===== src/rtl/cpu_sram_arbiter.sv =====
// cpu_sram_arbiter
// Shares one SRAM-like port between instruction fetch (master 0) and the data
// path (master 1). One address phase is granted per cycle. The owner of every
// accepted request is remembered in an in-order ID FIFO so each in-order
// response can be steered back to the master that issued it.
module cpu_sram_arbiter #(
  parameter int OUTSTANDING = 2
) (
  input  logic        clk,
  input  logic        resetn,
  // instruction master
  input  logic        inst_req,
  input  logic [31:0] inst_addr,
  output logic        inst_addr_ok,
  output logic        inst_data_ok,
  output logic [31:0] inst_rdata,
  // data master
  input  logic        data_req,
  input  logic        data_wr,
  input  logic [1:0]  data_size,
  input  logic [31:0] data_addr,
  input  logic [3:0]  data_wstrb,
  input  logic [31:0] data_wdata,
  output logic        data_addr_ok,
  output logic        data_data_ok,
  output logic [31:0] data_rdata,
  // shared slave port
  output logic        s_req,
  output logic        s_wr,
  output logic [1:0]  s_size,
  output logic [31:0] s_addr,
  output logic [3:0]  s_wstrb,
  output logic [31:0] s_wdata,
  input  logic        s_addr_ok,
  input  logic        s_data_ok,
  input  logic [31:0] s_rdata,
  // status
  output logic        busy,
  output logic        resp_err
);

  localparam int               CNT_W    = $clog2(OUTSTANDING + 1);
  localparam int               PTR_W    = (OUTSTANDING > 1) ? $clog2(OUTSTANDING) : 1;
  localparam logic [CNT_W-1:0] CNT_MAX  = CNT_W'(OUTSTANDING);
  localparam logic [PTR_W-1:0] PTR_LAST = PTR_W'(OUTSTANDING - 1);

  // Master IDs as stored in the FIFO and used for the grant select.
  localparam logic ID_INST = 1'b0;
  localparam logic ID_DATA = 1'b1;

  // ID FIFO storage and bookkeeping
  logic [OUTSTANDING-1:0] r_id_fifo;
  logic [PTR_W-1:0]       r_wr_ptr;
  logic [PTR_W-1:0]       r_rd_ptr;
  logic [CNT_W-1:0]       r_count;

  // A stalled address phase pins the port to its master until accepted, so
  // the slave never sees a request change underneath it.
  logic                   r_lock;
  logic                   r_lock_id;
  logic                   r_resp_err;

  logic                   w_sel;
  logic                   w_sel_req;
  logic                   w_not_full;
  logic                   w_not_empty;
  logic                   w_issue;
  logic                   w_accept;
  logic                   w_pop;
  logic                   w_orphan;
  logic                   w_head;

  // Pointers wrap at OUTSTANDING, which need not be a power of two.
  function automatic logic [PTR_W-1:0] ptr_next(input logic [PTR_W-1:0] p);
    return (p == PTR_LAST) ? '0 : p + PTR_W'(1);
  endfunction

  // Grant select, issue qualification and response decode
  always_comb begin
    if (r_lock) begin
      w_sel = r_lock_id;
    end else if (data_req) begin
      w_sel = ID_DATA;
    end else begin
      w_sel = ID_INST;
    end
    w_sel_req   = (w_sel == ID_DATA) ? data_req : inst_req;
    // A full FIFO blocks issue even if a response frees a slot this cycle;
    // this keeps s_data_ok off the s_req timing path.
    w_not_full  = (r_count < CNT_MAX);
    w_not_empty = (r_count != '0);
    w_issue     = w_sel_req && w_not_full;
    w_accept    = w_issue && s_addr_ok;
    w_head      = r_id_fifo[r_rd_ptr];
    w_pop       = s_data_ok && w_not_empty;
    w_orphan    = s_data_ok && !w_not_empty;
  end

  // Slave payload mux; instruction fetches are always word reads
  always_comb begin
    s_req   = w_issue;
    s_wr    = 1'b0;
    s_size  = 2'd2;
    s_addr  = inst_addr;
    s_wstrb = 4'b0000;
    s_wdata = 32'h0000_0000;
    if (w_sel == ID_DATA) begin
      s_wr    = data_wr;
      s_size  = data_size;
      s_addr  = data_addr;
      s_wstrb = data_wstrb;
      s_wdata = data_wdata;
    end
  end

  // Handshake fan-out back to the masters
  always_comb begin
    inst_addr_ok = w_accept && (w_sel == ID_INST);
    data_addr_ok = w_accept && (w_sel == ID_DATA);
    inst_data_ok = w_pop && (w_head == ID_INST);
    data_data_ok = w_pop && (w_head == ID_DATA);
    inst_rdata   = s_rdata;
    data_rdata   = s_rdata;
    busy         = w_not_empty;
    resp_err     = r_resp_err;
  end

  // ID FIFO pointers and occupancy; push and pop may coincide
  always_ff @(posedge clk) begin
    if (!resetn) begin
      r_wr_ptr <= '0;
      r_rd_ptr <= '0;
      r_count  <= '0;
    end else begin
      if (w_accept) begin
        r_wr_ptr <= ptr_next(r_wr_ptr);
      end
      if (w_pop) begin
        r_rd_ptr <= ptr_next(r_rd_ptr);
      end
      case ({w_accept, w_pop})
        2'b10:   r_count <= r_count + CNT_W'(1);
        2'b01:   r_count <= r_count - CNT_W'(1);
        default: r_count <= r_count;
      endcase
    end
  end

  // ID FIFO storage; entries are only read while the FIFO is non-empty
  always_ff @(posedge clk) begin
    if (w_accept) begin
      r_id_fifo[r_wr_ptr] <= w_sel;
    end
  end

  // Port lock across a stalled address phase, plus sticky orphan-response flag
  always_ff @(posedge clk) begin
    if (!resetn) begin
      r_lock     <= 1'b0;
      r_lock_id  <= ID_INST;
      r_resp_err <= 1'b0;
    end else begin
      if (w_issue) begin
        if (s_addr_ok) begin
          r_lock    <= 1'b0;
        end else begin
          r_lock    <= 1'b1;
          r_lock_id <= w_sel;
        end
      end
      if (w_orphan) begin
        r_resp_err <= 1'b1;
      end
    end
  end

endmodule


===== config.mk =====
export PLATFORM = sky130hd
export DESIGN_NAME = cpu_sram_arbiter
export DESIGN_NICKNAME = d
export VERILOG_FILES = /design/src/rtl/cpu_sram_arbiter.sv
export SDC_FILE = /design/constraint.sdc
export NUM_CORES = 1
export LEC_CHECK = 0
export BUFFER_PORTS_ARGS = -buffer_cell sky130_fd_sc_hd__buf_2
export CAP_MARGIN = 10
export CORE_AREA = 2 2 108 110
export DETAILED_ROUTE_END_ITERATION = 10
export DIE_AREA = 0 0 110 112
export MAX_ROUTING_LAYER = met4
export PLACE_DENSITY = 0.61
export SETUP_SLACK_MARGIN = 0.1
export SLEW_MARGIN = 20
export SYNTH_ARGS = -nofsm -noshare
export SYNTH_HDL_FRONTEND = slang
export SYNTH_SLANG_ARGS = --single-unit

===== constraint.sdc =====
create_clock -name clk -period 1.8 [get_ports clk]
set_input_delay 0.27 -clock clk [delete_from_list [all_inputs] [get_ports clk]]
set_output_delay 0.27 -clock clk [all_outputs]
set_load 0.02 [all_outputs]

Word level (Yosys, flattened, before mapping) --
Cells that the tools add are included. W data, S select, Z words.
Storage, ports and cells: register bits 9, memories kept 0, bits in writable memories 0, output and inout port bits 142, bits in read-only memories 0, bits of input ports 141, word-level logic and storage cells 50, bits in latches 0
Cells by class: $mul 0, divide/modulo/power cells 0, muxes and demuxes 17, $add $sub $neg 4, equality and inequality tests 2, shifts and indexed selects 0, bitwise operators 3, reduce and logical (&&, ||, !) cells 13, order comparisons 4
Operators by type and width (count):
- $mux W32 | 2
- $mux W1 | 10
- $logic_and A1 B1 Y1 | 9
- $lt A1 B2 Y1 const B | 2
- $mux W4 | 1
- $pmux W2 S2 | 1
- $reduce_bool A2 Y1 | 2
- $not A1 Y1 | 3
- $add A1 B1 Y1 const B | 2
- $add A2 B1 Y2 const B | 1
- $bwmux W2 | 1
- $eq A2 B1 Y1 const B | 1
- $eq A2 B2 Y1 const B | 1
- $lt A2 B2 Y1 const B | 1
- $mux W2 | 1
- $reduce_and A2 Y1 | 1
- $sub A2 B1 Y2 const B | 1
- $demux W1 S1 | 1
- $ge A1 B1 Y1 const B | 1
- $logic_not A1 Y1 | 1

Longest topological paths before layout --
Gate-level depths: netlist of run 1.
word-level depth 7, depth in mapped cells 8, depth with buffers taken out 8

Least setup slack after synthesis of run 1 --
Ideal clock, no wire load.
path kind reg-to-reg, from register r_lock_id, to register r_count[1], arrival 1854 ps, stages on the path, launching flop included 8, path buffers 1, setup slack -124 ps, data required time 1730 ps, library setup time 70 ps, period minus slack after synthesis 1924 ps, path through dfxtp_1 nand2b_1 a21oi_1 or4b_1 buf_2 ha_1 or3_1 a21oi_1
On the way: word-level cells in the longest chain between the ends 6, elaborated cells on any way between the ends 8, those cells by class 2 x eq/ne; 3 x mux; 3 x reduce/logical
Ends and longest elaborated chain:
- start, declared | RTL line 60 | logic r_lock_id;
- start signal, assigned | RTL line 168 | r_lock_id <= w_sel;
- $mux W1 (*) | RTL line 80 | if (r_lock) begin
- $mux W1 (*) | RTL line 87 | w_sel_req = (w_sel == ID_DATA) ? data_req : inst_req;
- $logic_and A1 B1 Y1 (*) | RTL line 92 | w_issue = w_sel_req && w_not_full;
- $logic_and A1 B1 Y1 (*) | RTL line 93 | w_accept = w_issue && s_addr_ok;
- $eq A2 B1 Y1 or $eq A2 B2 Y1 (tied branches) | RTL line 141 | case ({w_accept, w_pop})
- $pmux W2 S2 or $reduce_bool A2 Y1 (tied branches)
- end signal, assigned | RTL line 142 | 2'b10: r_count <= r_count + CNT_W'(1);
- end signal, assigned | RTL line 143 | 2'b01: r_count <= r_count - CNT_W'(1);
- end signal, assigned | RTL line 144 | default: r_count <= r_count;
- end, declared | RTL line 55 | logic [CNT_W-1:0] r_count;
Mark *: on every way between the ends. The rest lies on a longest branch, timed or not. A chain may end at the register's enable or synchronous reset.

Worst setup path after layout of run 1 --
from register r_lock, to output port s_addr[25]
On the way: word-level cells in the longest chain between the ends 2
Ends and longest elaborated chain:
- start, declared | RTL line 59 | logic r_lock;
- start signal, assigned | RTL line 159 | r_lock <= 1'b0;
- start signal, assigned | RTL line 165 | r_lock <= 1'b0;
- start signal, assigned | RTL line 167 | r_lock <= 1'b1;
- $mux W1 | RTL line 80
- $mux W32 | RTL line 107 | if (w_sel == ID_DATA) begin
- end, declared | RTL line 31 | output logic [31:0] s_addr,
Every way passes these cells.

==> out/metrics.cfg, run 1 <==
[route]
drt_pre_antenna_iters = 3
via_per_inst = 3.64
wl_met1_mm = 2.78
wl_met3_um = 937
wl_per_cell_um = 16.3
ant_nets = 0
dr_total_vias = 1781
drc = 0
drt_iter0_markers = 59
routed_wl_mm = 7.96
wl_met2_mm = 4.21
dr.max_layer_used = met4

[synthesis]
yosys.area_share.simple_pct = 22.3
yosysMostFrequentCell = buf_4
synth_xor_xnor_area_share_pct = 1.69
yosysSeqAreaShare_pct = 12.9
synth_edf_count = 2
synthMuxAreaShare_pct = 24.5
yosysUniqueCellTypes = 25
ys_top_cells_by_count = buf_4 (64), and2_1 (38), mux2_2 (32)
netlist_area_mm2 = 0.00155
async_flop_share_pct = 0
ys.flop_type = dfxtp_1
ys_ff_latch = 9
synth_top_family_by_area = buffers and inverters
syn_avg_cell_area_um2 = 7.97
synth_fa_ha_area_share_pct = 0.805
postSynthCellCount = 195
yosysTopAreaCell = buf_4
synth_nets = 337
synth.area.top_cells = buf_4 (31%), mux2_2 (23%), and2_1 (15%)
synth_compound_area_share_pct = 3.22
synth_warnings = 0
synth_top_area_share_pct = 30.9

[worst_setup_path]
cp-start-kind = register
endpoint_kind = primary output
critical_path_buf_inv_count = 5
slowest_stage = dfxtp_4
crit_top_cell = buf_6
cp_slowest_stage_delay_ps = 360
arrival_ps = 1670
crit_type = register to primary output
worstPathCellList = buf_6, o21a_4, clkinv_8, buf_6, buf_12, mux2_4, buf_6
cpLargestDelayFamily = buffers and inverters
cp_max_fo = 8
required_ps = 1530

[power]
cellPowerDensity_mw_per_mm2 = 860
fin_total_pwr_w = 0.00268
leakagePower_nw = 1.68
max-vdd-ir-drop_uv = 462

[placement]
gp_congestion = 0.759
portBuffers = 186
dp_hpwl_mm = 6.55
dp.cells = 464

[sta]
rsz0062_at_grt = yes
period_share_pct = 108
hold_viol = 0
skew_ps = 1.76
fmax_mhz = 514
worst_pin_slew_ps = 304
fin_crit_ps = 1940
slew_viol_final = 0
fin_ws_ps = -144
setup_viol = 69
relSlewSlack_pct = 79.6

[layout]
drive_gt1_share_pct = 79.3
final_cells = 489
fillers = 1218
synthToLayoutAreaGrowth_pct = 101
finalNetCount = 481

[cts]
clock_path_buffers = 2
htreeDepth = 1
worstSkewPairLatency_ps = 240
cts.sinks = 9
cts_root_buf = clkbuf_16
clkTransAtPathRegs_ps = 40
cts_buffers = 3
cts_tree = built

[hold_path]
hold_path_class = input port to register

[grt]
grt_use_total_pct = 12.3
grt_antenna_before_repair = 7
grt_max_degree = 27
grt_pass1_vias = 1703
grt_pass1_wl_mm = 10.6
overflow = 0

[flow_run]
cap_violations = 0

[die]
die_height_um = 112
core_mm2 = 0.0112
die-area_mm2 = 0.0123
rows = 39
start_util_pct = 13.9
die-width_um = 110
ioPinCount = 283

[status]
status = complete, but fails checks
violations = negative setup slack

-- worst reg2reg max path, stage by stage (launching register included) --
cell and delay, ps:
dfxtp_2 350, nand2b_4 140, a21oi_2 50, or4b_4 510, ha_4 180, xnor2_1 120
or3_1 300, a21oi_1 120
-- stage by stage --
stage	cell area [um^2]	setup TNS, ps	worst slack [ps]	hold slack [ps]	utilization [%]
finish	3120	-4980	-144	285	27.9
global placement	2280	-58.6	-55.5	452	20.4
CTS	2650	-10780	-214	287	23.7
global route	3120	-8750	-190	321	27.9
detailed placement	2280	-143	-75.8	455	20.4
floorplan	1570	-54.2	-54.2	403	-
-- timing repair --
action / CTS / global route
hold buffers: 0 / 0
pin swaps: 0 / 9
buffers inserted: 6 / 4
gates cloned: 2 / 3
gates resized for setup: 66 / 119
setup endpoints to repair: 74 / 76
-- worst paths after layout --
kind | from | depth (start not counted) | slack [ps] | to
worst max-delay path | r_lock | 7 | -140 | s_addr[25]
worst min-delay path | s_data_ok | 3 | 290 | resp_err
worst max register to register | r_lock_id | 7 | -30 | r_count[1]
worst min register to register | resp_err | 2 | 460 | resp_err
-- report_power, final --
group | total [W] | switching, W | internal (W)
logic | 0.00197 | 0.000912 | 0.00106
registers | 0.000313 | 0.0000463 | 0.000267
clock network | 0.000396 | 0.000100 | 0.000296
-- per-layer routing --
layer  vias up  track usage (%)
met1       787             12.8
li1        863                -
met3         6             6.91
met4         0             1.77
met5         -                -
met2       125             20.4
-- flip-flops by register name (all words and copies together), names as in the netlist --
signal,cells
r_wr_ptr,1
r_id_fifo,2
r_lock_id,1
r_lock,1
r_count,2
r_rd_ptr,1
resp_err,1
-- cell type report --
cell class	instances	area [um^2]	area share [%]
Clock buffer	4	78.8	2.53
Antenna cell	8	20.0	0.642
Inverter	6	35.0	1.12
Sequential cell	9	205	6.58
Multi-Input combinational cell	108	1020	32.8
Tap cell	143	179	5.73
Timing Repair Buffer	211	1580	50.6
-- cell usage in the layout (no fill, tap or decap), drive strengths merged, types with 4 or more instances in the layout --
master / Yosys / layout
buf: 68 / 209
and2: 38 / 38
mux2: 32 / 32
nor2: 12 / 12
diode: 0 / 8
dfxtp: 7 / 7
clkbuf: 4 / 6
inv: 6 / 5
nand2: 5 / 5
a21oi: 4 / 4
-- cells by family after synthesis --
family,count (synthesis)
flip-flops,9
buffers and inverters,78
AO/OA/AOI/OAI,8
AND/OR/NAND/NOR,62
multiplexers,34
XOR/XNOR,3
adder cells (fa/ha/maj),1
(Power assumes the default switching activity.)
==> run 2: changes to the inputs <==
REMOVE_ABC_BUFFERS = 1   (was default)
==> run 2 against run 1 <==
  * The flow still finishes with violations (negative setup slack)
  * Sequential cell count did not move
  * Maximum frequency increased by 1.4%
  * Non-clock buffer count down 2
  * Combinational power up 4%
  * Hold slack better by 14 ps
  * Core utilization increased by 0.60 points
  * Die area unchanged
  * Clock power shrank 2%
  * Final cell count decreased by 0.82%
  * Largest power group unchanged
==> out/metrics.cfg, run 2 (synthesized netlist as in run 1, its figures left out) <==
[hold_path]
worstHoldStart = s_data_ok
hold_end = resp_err
whs_path_depth = 3
hold_path_class = input port to register

[worst_setup_path]
cp-start-kind = register
ff2ff_path_depth = 7
reg2reg_from = r_lock_id
cp_max_fo = 4
required_ps = 1530
r2r_slack_ps = -80
cp_slowest_stage_delay_ps = 490
regToRegEndpoint = r_count[1]
worstPathCellList = nand2b_4, a21oi_2, or4b_4, buf_6, nor2_4, buf_6
endpoint_kind = primary output
arrival_ps = 1650
crit_top_cell = buf_6
slowest_stage = or4b_4
crit_type = register to primary output

[placement]
gp_congestion = 0.794
placed_area_mm2 = 0.00225
dp.cells = 462
dp_hpwl_mm = 8.41
portBuffers = 186

[die]
die_height_um = 112
core_mm2 = 0.0112
start_util_pct = 13.9
die-width_um = 110
ioPinCount = 283
rows = 39
die-area_mm2 = 0.0123

[route]
dr_total_vias = 1890
routed_wl_mm = 10.4
via_per_inst = 3.90
wl_per_cell_um = 21.4
drt_iter0_markers = 50
drc = 0
drt_pre_antenna_iters = 4
ant_nets = 0

[layout]
synthToLayoutAreaGrowth_pct = 105
final_cells = 485
regArea_um2 = 205
drive_gt1_share_pct = 81.3
multiInputGateArea_mm2 = 0.00102
stdcell_area_mm2 = 0.00319
final_common_cell = buf_2
finalNetCount = 479
layout_common_cells = buf_2 (113), buf_6 (55), buf_4 (31), mux2_4 (25), and2_1 (24)
fillers = 1205
utilization_pct = 28.5
top_regs = r_count x2, r_id_fifo x2

[grt]
grt_antenna_before_repair = 5
grt_max_degree = 21
overflow = 0
grt_pass1_vias = 1840
grt_pass1_wl_mm = 13.3
grt_use_total_pct = 16.0

[cts]
cts_buffers = 3
clkTransAtPathRegs_ps = 40
htreeDepth = 1
cts_tree = built
cts_hold_buf = 0
clock_path_buffers = 2
worstSkewPairLatency_ps = 230
cts.sinks = 9
cts_root_buf = clkbuf_16

[flow_run]
cap_violations = 0

[sta]
setup_viol = 73
fmax_mhz = 522
worst_pin_slew_ps = 264
holdWs_ps = 299
skew_ps = 1.33
relSlewSlack_pct = 82.3
fin_crit_ps = 1920
hold_viol = 0
slew_viol_final = 0
period_share_pct = 106
fin_ws_ps = -117
rsz0062_at_grt = yes

[power]
fin_total_pwr_w = 0.00275
leakagePower_nw = 1.68
cellPowerDensity_mw_per_mm2 = 863
max-vdd-ir-drop_uv = 489

[status]
violations = negative setup slack
status = complete, but fails checks

==> run 2: cell types whose count changed in the layout (fill, tap and decap cells not counted), sizes merged <==
cell | previous run | this run
clkbuf | 6 | 8
diode | 8 | 6
buf | 209 | 205
==> run 2: area by class of cell <==
| cell class | count | area share [%] |
|---|---|---|
| timing repair buffer | 209 | 51.9 |
| multi-input combinational | 108 | 32.0 |
| sequential | 9 | 6.44 |
| tap | 143 | 5.61 |
| clock buffer | 4 | 2.47 |
| inverter | 6 | 1.10 |
| antenna | 6 | 0.471 |
==> run 2: how the worst max path moves through the flow <==
| stage | start | to | slack, ps | depth (start not counted) |
|---|---|---|---|---|
| 2_1_floorplan | r_lock_id | r_count[1] | -140 | 6 |
| 3_3_place_gp | r_lock_id | r_count[1] | -40 | 6 |
| 3_5_place_dp | r_lock_id | r_count[1] | -80 | 6 |
| 4_1_cts | r_lock | s_addr[5] | -160 | 6 |
| 5_1_grt | r_lock_id | inst_addr_ok | -170 | 6 |
| 6_report | r_lock_id | inst_addr_ok | -120 | 6 |
==> run 2: worst max-delay path, delay by kind of cell, from the launching register on <==
family / cells / cell delay [ps]
AO/OA/AOI/OAI: 1 / 60
AND/OR/NAND/NOR: 3 / 730
flip-flops: 1 / 350
buffers and inverters: 2 / 280
==> run 2: routing by layer <==
layer / wire, um / share of wire [%] / vias to the layer above / global-route usage, %
li1: - / - / 854 / -
met1: 4140 / 40 / 846 / 20.0
met2: 4210 / 41 / 188 / 20.0
met3: 2020 / 19 / 2 / 14.1
met4: 21 / 0.20 / 0 / 0.759
met5: 0 / 0 / - / -
==> run 2: timing repair <==
item	CTS	global route
endpoints found under the setup margin	75	76
setup buffers	3	3
resized for setup	104	92
cloned	3	4
pin swaps	0	15
==> run 2: per-stage QoR <==
stage                     setup WS, ps  setup TNS, ps
after floorplan                   -142          -2800
after global placement           -40.9          -40.9
after detailed placement         -79.1          -83.7
after CTS                         -155          -5770
after global routing              -167          -9820
final                             -117          -6080
==> run 2: report_power, final <==
group          leakage [nW]  switching [W]  internal (W)  total [W]
clock                0.0382      0.0000931      0.000296   0.000389
combinational          1.56       0.000942       0.00110    0.00204
sequential           0.0775      0.0000503      0.000267   0.000317
total                  1.68        0.00109       0.00167    0.00275
